===== src/rtl/midi_tx.sv =====
// MIDI serial transmitter: pops bytes from an external FIFO and sends each
// as an 8N1 frame (start bit, 8 data bits LSB first, stop bit) on tx.
module midi_tx #(
    parameter int unsigned CLKS_PER_BIT = 32
) (
    input  logic       clk,
    input  logic       reset_n,
    input  logic       enable,
    input  logic       fifo_empty_n,
    input  logic [7:0] fifo_data,
    output logic       fifo_rd,
    output logic       fifo_oe_n,
    output logic       tx,
    output logic       busy,
    output logic       byte_done
);

    typedef enum logic [2:0] {
        IDLE,
        POP,
        LATCH,
        START,
        DATA,
        STOP
    } state_t;

    localparam logic [7:0] LAST_CNT     = 8'(CLKS_PER_BIT - 1);
    localparam logic [7:0] PRE_LAST_CNT = 8'(CLKS_PER_BIT - 2);

    state_t     state;
    logic [7:0] baud_cnt;
    logic [2:0] bit_idx;
    logic [7:0] shreg;
    logic       bit_end;

    // Last cycle of the current serial bit
    assign bit_end = (baud_cnt == LAST_CNT);

    // Frame sequencer; every output is registered and set alongside the
    // transition into the state it belongs to.
    always_ff @(posedge clk or negedge reset_n) begin
        if (!reset_n) begin
            state     <= IDLE;
            baud_cnt  <= '0;
            bit_idx   <= '0;
            shreg     <= '0;
            tx        <= 1'b1;
            fifo_rd   <= 1'b0;
            fifo_oe_n <= 1'b1;
            busy      <= 1'b0;
            byte_done <= 1'b0;
        end else begin
            case (state)
                IDLE: begin
                    if (enable && fifo_empty_n) begin
                        state     <= POP;
                        fifo_rd   <= 1'b1;
                        fifo_oe_n <= 1'b0;
                        busy      <= 1'b1;
                    end
                end
                POP: begin
                    state   <= LATCH;
                    fifo_rd <= 1'b0;
                end
                LATCH: begin
                    state     <= START;
                    shreg     <= fifo_data;
                    baud_cnt  <= '0;
                    fifo_oe_n <= 1'b1;
                    tx        <= 1'b0;
                end
                START: begin
                    if (bit_end) begin
                        state    <= DATA;
                        baud_cnt <= '0;
                        bit_idx  <= '0;
                        tx       <= shreg[0];
                    end else begin
                        baud_cnt <= baud_cnt + 8'd1;
                    end
                end
                DATA: begin
                    if (bit_end) begin
                        baud_cnt <= '0;
                        shreg    <= {1'b0, shreg[7:1]};
                        bit_idx  <= bit_idx + 3'd1;
                        if (bit_idx == 3'd7) begin
                            state <= STOP;
                            tx    <= 1'b1;
                        end else begin
                            // Next bit is shreg[1] because the shift lands this same edge
                            tx <= shreg[1];
                        end
                    end else begin
                        baud_cnt <= baud_cnt + 8'd1;
                    end
                end
                STOP: begin
                    if (bit_end) begin
                        state     <= IDLE;
                        baud_cnt  <= '0;
                        byte_done <= 1'b0;
                        busy      <= 1'b0;
                    end else begin
                        baud_cnt  <= baud_cnt + 8'd1;
                        // Raise one cycle early so the pulse sits on the final stop cycle
                        byte_done <= (baud_cnt == PRE_LAST_CNT);
                    end
                end
                default: begin
                    state     <= IDLE;
                    baud_cnt  <= '0;
                    bit_idx   <= '0;
                    tx        <= 1'b1;
                    fifo_rd   <= 1'b0;
                    fifo_oe_n <= 1'b1;
                    busy      <= 1'b0;
                    byte_done <= 1'b0;
                end
            endcase
        end
    end

endmodule


===== config.mk =====
export PLATFORM = sky130hd
export DESIGN_NAME = midi_tx
export DESIGN_NICKNAME = d
export VERILOG_FILES = /design/src/rtl/midi_tx.sv
export SDC_FILE = /design/constraint.sdc
export NUM_CORES = 1
export LEC_CHECK = 0
export CELL_PAD_IN_SITES_DETAIL_PLACEMENT = 0
export CELL_PAD_IN_SITES_GLOBAL_PLACEMENT = 1
export CORE_MARGIN = 2
export CORE_UTILIZATION = 43
export CTS_CLUSTER_SIZE = 16
export DETAILED_ROUTE_END_ITERATION = 10
export PLACE_DENSITY_LB_ADDON = 0.1
export SLEW_MARGIN = 20
export SYNTH_ARGS = -nofsm -noshare
export SYNTH_HDL_FRONTEND = slang
export SYNTH_SLANG_ARGS = --single-unit

===== constraint.sdc =====
create_clock -name clk -period 2 [get_ports clk]
set_input_delay 0.3 -clock clk [delete_from_list [all_inputs] [get_ports clk]]
set_output_delay 0.3 -clock clk [all_outputs]
set_load 0.01 [all_outputs]

After elaboration in Yosys (flattened, before gate mapping)
Index checks and enable logic that the tools add are counted.
- register bits after elaboration: 27
- bits in latches: 0
- RAM bits: 0
- memory bits (read-only): 0
- input bits: 12
- output and inout port bits: 5
- word-level logic and storage cells: 71
- memories: 0
- add/subtract/negate cells: 2
- multiply operators: 0
- divide/modulo/power cells: 0
- $lt $le $gt $ge: 0
- equality and inequality tests: 13
- shift operators: 0
- mux-type cells: 24
- bitwise gates (word level): 5
- reduce and logical (&&, ||, !) cells: 18
- operators with widths (operator ; count):
    $pmux W8 S2 ; 2
    $mux W3 ; 6
    $pmux W3 S6 ; 1
    $eq A8 B5 Y1 const B ; 2
    $mux W8 ; 2
    $reduce_or A4 Y1 ; 4
    $ne A2 B2 Y1 const B ; 5
    $eq A3 B3 Y1 const B ; 3
    $pmux W3 S3 ; 1
    $reduce_and A3 Y1 ; 3
    $add A8 B1 Y8 const B ; 1
    $mux W1 ; 7
    $eq A3 B2 Y1 const B ; 2
    $pmux W1 S2 ; 3
    $reduce_and A2 Y1 ; 3
    $reduce_or A3 Y1 ; 2
    $not A1 Y1 ; 5
    $reduce_and A5 Y1 ; 1
    $reduce_or A5 Y1 ; 1
    $pmux W1 S4 ; 1
    $add A3 B1 Y3 const B ; 1
    $eq A3 B1 Y1 const B ; 1
    $logic_not A3 Y1 ; 1
    $pmux W1 S3 ; 1
    other kinds (3) ; 3

Depth between registers and ports, before layout
Gate-level depths: netlist (run 1).
- word-level depth: 4
- depth in mapped cells: 7
- depth with buffers taken out: 5

Worst setup path after synthesis (run 1)
OpenSTA, ideal clock, no wires.
- kind: register to register
- from: reg baud_cnt[0]
- to: reg shreg[1]
- library setup time: 0.084 ns
- data arrival time: 1.484 ns
- data required time: 1.916 ns
- setup slack: 0.432 ns
- cell stages (with the launch flop): 7
- buffers on the path: 1
- period minus slack after synthesis: 1.568 ns
- cell sequence: dfrtp_1 > ha_1 > and3_1 > a31oi_1 > buf_6 > nand2_1 > o21ai_0
- cells in the longest elaborated chain, start to end: 3
- RTL lines (element ; RTL line ; text):
    from (decl) ; 31 ; logic [7:0] baud_cnt;
    from (signal assigned) ; 80 ; baud_cnt <= baud_cnt + 8'd1;
    from (signal assigned) ; 96 ; baud_cnt <= baud_cnt + 8'd1;
    from (signal assigned) ; 106 ; baud_cnt <= baud_cnt + 8'd1;
    $eq A8 B5 Y1 ; 37 ; assign bit_end = (baud_cnt == LAST_CNT);
    $ne A2 B2 Y1 (no source line) ; -- ;
    $reduce_and A2 Y1 (no source line) ; -- ;
    to (signal assigned) ; 68 ; shreg <= fifo_data;
    to (signal assigned) ; 86 ; shreg <= {1'b0, shreg[7:1]};
    to (decl) ; 33 ; logic [7:0] shreg;
No other way between the ends.
A chain may end at the register's enable or synchronous reset.

Worst setup path in the final report (run 1)
- from: reg baud_cnt[0]
- to: reg baud_cnt[5]
- cells in the longest elaborated chain, start to end: 3
- elaborated cells on any way between the ends: 4
- classes of those cells: add/sub (1); eq/ne (1); mux (2)
- RTL lines (element ; RTL line ; text):
    $add A8 B1 Y8 / $eq A8 B5 Y1 (equally long branches) ; -- ;
    $mux W8 * ; 74, 84, 100 ;
    $pmux W8 S2 * ; 53 ; case (state)
Mark *: on every way between the ends. The rest lies on a longest branch, timed or not.

==> results.txt, run 1 <==
worst skew pair latency - 0.34 ns
post-synthesis sequential area ratio - 43.7%
final hold viol count - 0
CP max stage delay - 0.46 ns
CTS tree - yes
cell mode on critical path - a31oi_1
Residual DRC - 0
First DRT Iteration DRCs - 70
Inserted Clock Buffers - 3
relative slew slack - 63.7%
Setup Buffers After CTS - 0
average size of a mapped cell - 9.70 um^2
overall power - 1960 uW
reg-to-reg startpoint - baud_cnt[0]
Crit path max-delay family - compound AO/OA/AOI/OAI gates
syn_nets - 176
initial antenna violation count - 0
synthesized area - 0.00155 mm^2
fin cells - 225
most frequent cells after synthesis - 25 x dfrtp_1, 25 x nand2_1, 16 x o21ai_0
Worst R2R Path Depth - 5
placed cell areas - 0.00177 mm^2
Unique masters post-synth - 45
Detail Route Antenna Nets - 0
ys flop type - dfrtp_1
critical path type - flop to flop
status - completed
level count of the clock H-tree - 1
top fanout value on the critical path - 6
first-pass GRT wire length - 5.89 mm
Slew @ Worst Pin - 0.537 ns
number of flops mapped to enable cells by yosys - 0
Worst setup EP type - flop
IO Count - 17
skew final - 0.00631 ns
Post-Syn Instances - 160
PostCTS Resize Cnt - 0
RR Endpoint - baud_cnt[5]
fin crit period - 1.80 ns
slowest cell on the critical path - dfrtp_1
layout filler cell count - 323
fin util - 53.0%
CTS clk-pin slew, worst paths - 0.15 ns
Rows - 21
Pwr per Cell Area - 1090 mW/mm^2
antenna diode count - 0
GRT Util Overall - 18.3%
Yosys top cell area share - 40.3%
register bit total from synthesis - 27
static leakage - 0.000764 uW
final setup vio count - 0
PortBufs - 16
drt wl/cell - 14.8 um
crit path to - baud_cnt[5]
DPL Wire Length - 2.41 mm
Die ar. - 0.00410 mm^2
Die Ht - 64.1 um
core area - 0.00339 mm^2
YS warnings - 0
Max Fclk - 557 MHz
layout cells sized above 1 - 12.8%
CP arrival - 2.08 ns
Max Slew Vio Count - 0
1st-pass router iterations - 4
WP buf/inv - 0
Peak VDD IR - 0.000522 V
Inst Count DP - 221
Initial Util - 45.8%
clk sink count - 27
Final #Nets - 196
unrepaired setup endpoints after global routing - no
DR vias/cell - 5.67
Setup TNS Final - 0 ns
Worst Path Required - 2.28 ns
critical path depth - 5
Final GP Congestion - 0.754
width of the chip - 64.1 um
Crit. Startpoint - baud_cnt[0]
Max-Cap Viols - 0
ranking of synthesized cells by area - dfrtp_1 40%, nand2_1 6.0%, mux2i_1 5.8%
largest area contributor in the netlist - dfrtp_1
Post-Layout Inst Area - 0.00180 mm^2
R2R setup slack - 0.20 ns
Clock Path Buffers - 2
layout overhead on the synthesized area - 15.8%
grt ovf - 0
via count of the routed design - 1275
ys async rst share - 100%
Hold Path Class - primary input to async pin
via count of the first global-routing pass - 1261
crit path launch type - flop
period utilization - 89.8%
CP cell instances - ha_1 > and3_1 > a22oi_1 > a31oi_1 > a31oi_1
root cell of the clock tree - clkbuf_4
hold-fix buffers at CTS - 0
WL final - 3.33 mm
largest net degree at the start of global routing - 28
-- cell families after synthesis --
kind of cell | Yosys count | share of synthesized area [%]
AO/OA/AOI/OAI | 54 | 23.7
XOR/XNOR | 1 | 0.565
adder cells (fa/ha/maj) | 4 | 3.23
buffers and inverters | 12 | 4.36
flip-flops | 27 | 43.7
multiplexers | 9 | 5.81
AND/OR/NAND/NOR | 53 | 18.6
-- stage by stage --
| step | hold slack [ns] | worst slack (ns) |
|---|---|---|
| 2_1_floorplan | 0.00441 | 0.432 |
| 3_3_place_gp | 0.466 | 0.353 |
| 3_5_place_dp | 0.474 | 0.250 |
| 4_1_cts | 0.331 | 0.210 |
| 5_1_grt | 0.318 | 0.0788 |
| 6_report | 0.311 | 0.205 |
-- cell usage in the layout, fill, tap and decap left out, types with 3 or more instances in the layout --
| cell | count |
|---|---|
| a21oi_1 | 7 |
| o22ai_1 | 3 |
| nand2b_1 | 3 |
| o21ai_2 | 3 |
| clkdlybuf4s50_1 | 16 |
| nor3_1 | 3 |
| mux2i_1 | 9 |
| a211oi_1 | 3 |
| nand2_1 | 25 |
| buf_4 | 7 |
| nor2_1 | 4 |
| dfrtp_1 | 25 |
| o2bb2ai_1 | 4 |
| a22oi_1 | 3 |
| nand3b_1 | 3 |
| o21ai_0 | 16 |
| a31oi_1 | 5 |
| ha_1 | 4 |
| clkbuf_4 | 3 |
-- report_power, final --
group          internal, uW  switching [uW]
sequential              749             201
combinational           374             384
clock                  75.5             176
total                  1200             762
-- flip-flops by register name, indices dropped and copies added (netlist names) --
signal,flops
baud_cnt,8
shreg,8
bit_idx,3
state,3
busy,1
byte_done,1
fifo_oe_n,1
fifo_rd,1
tx,1
-- per-layer routing --
| metal | vias to the layer above | share of wire (%) | global-route usage [%] |
|---|---|---|---|
| li1 | 627 | - | - |
| met2 | 29 | 51 | 31.3 |
| met1 | 612 | 44 | 22.7 |
| met5 | - | 0 | 0 |
| met3 | 7 | 3.5 | 2.99 |
| met4 | 0 | 1.5 | 7.61 |
-- area by class of cell --
type / instances / area [um^2] / area share (%)
inverters: 4 / 15.0 / 0.836
flip-flops and latches: 27 / 678 / 37.7
clock inverters: 1 / 5.00 / 0.279
repair buffers: 23 / 213 / 11.8
multi-input cells: 121 / 806 / 44.8
clock buffers: 3 / 22.5 / 1.25
well taps: 46 / 57.6 / 3.20
-- worst register-to-register path: stages (launching register included) --
cell	delay, ns
dfrtp_1	0.46
ha_1	0.28
and3_1	0.22
a22oi_1	0.47
a31oi_1	0.16
a31oi_1	0.15
-- how the worst min path moves through the flow --
stage                         from  slack (ns)     endpoint  cells past startpoint
after floorplan            reset_n       0.004  baud_cnt[0]                      0
after global placement    shreg[6]        0.47     shreg[6]                      2
after detailed placement  shreg[5]        0.47     shreg[5]                      2
after CTS                  reset_n        0.33  baud_cnt[1]                      2
after global routing       reset_n        0.32  baud_cnt[3]                      2
final                      reset_n        0.31  baud_cnt[1]                      2
Note: power is estimated with default switching activity, not from simulation.
==> run 2, diff against run 1 <==
CAP_MARGIN = 40   (was default)
==> results of run 2 <==
No change in the layout: final DEF, timing and power equal those of run 1.
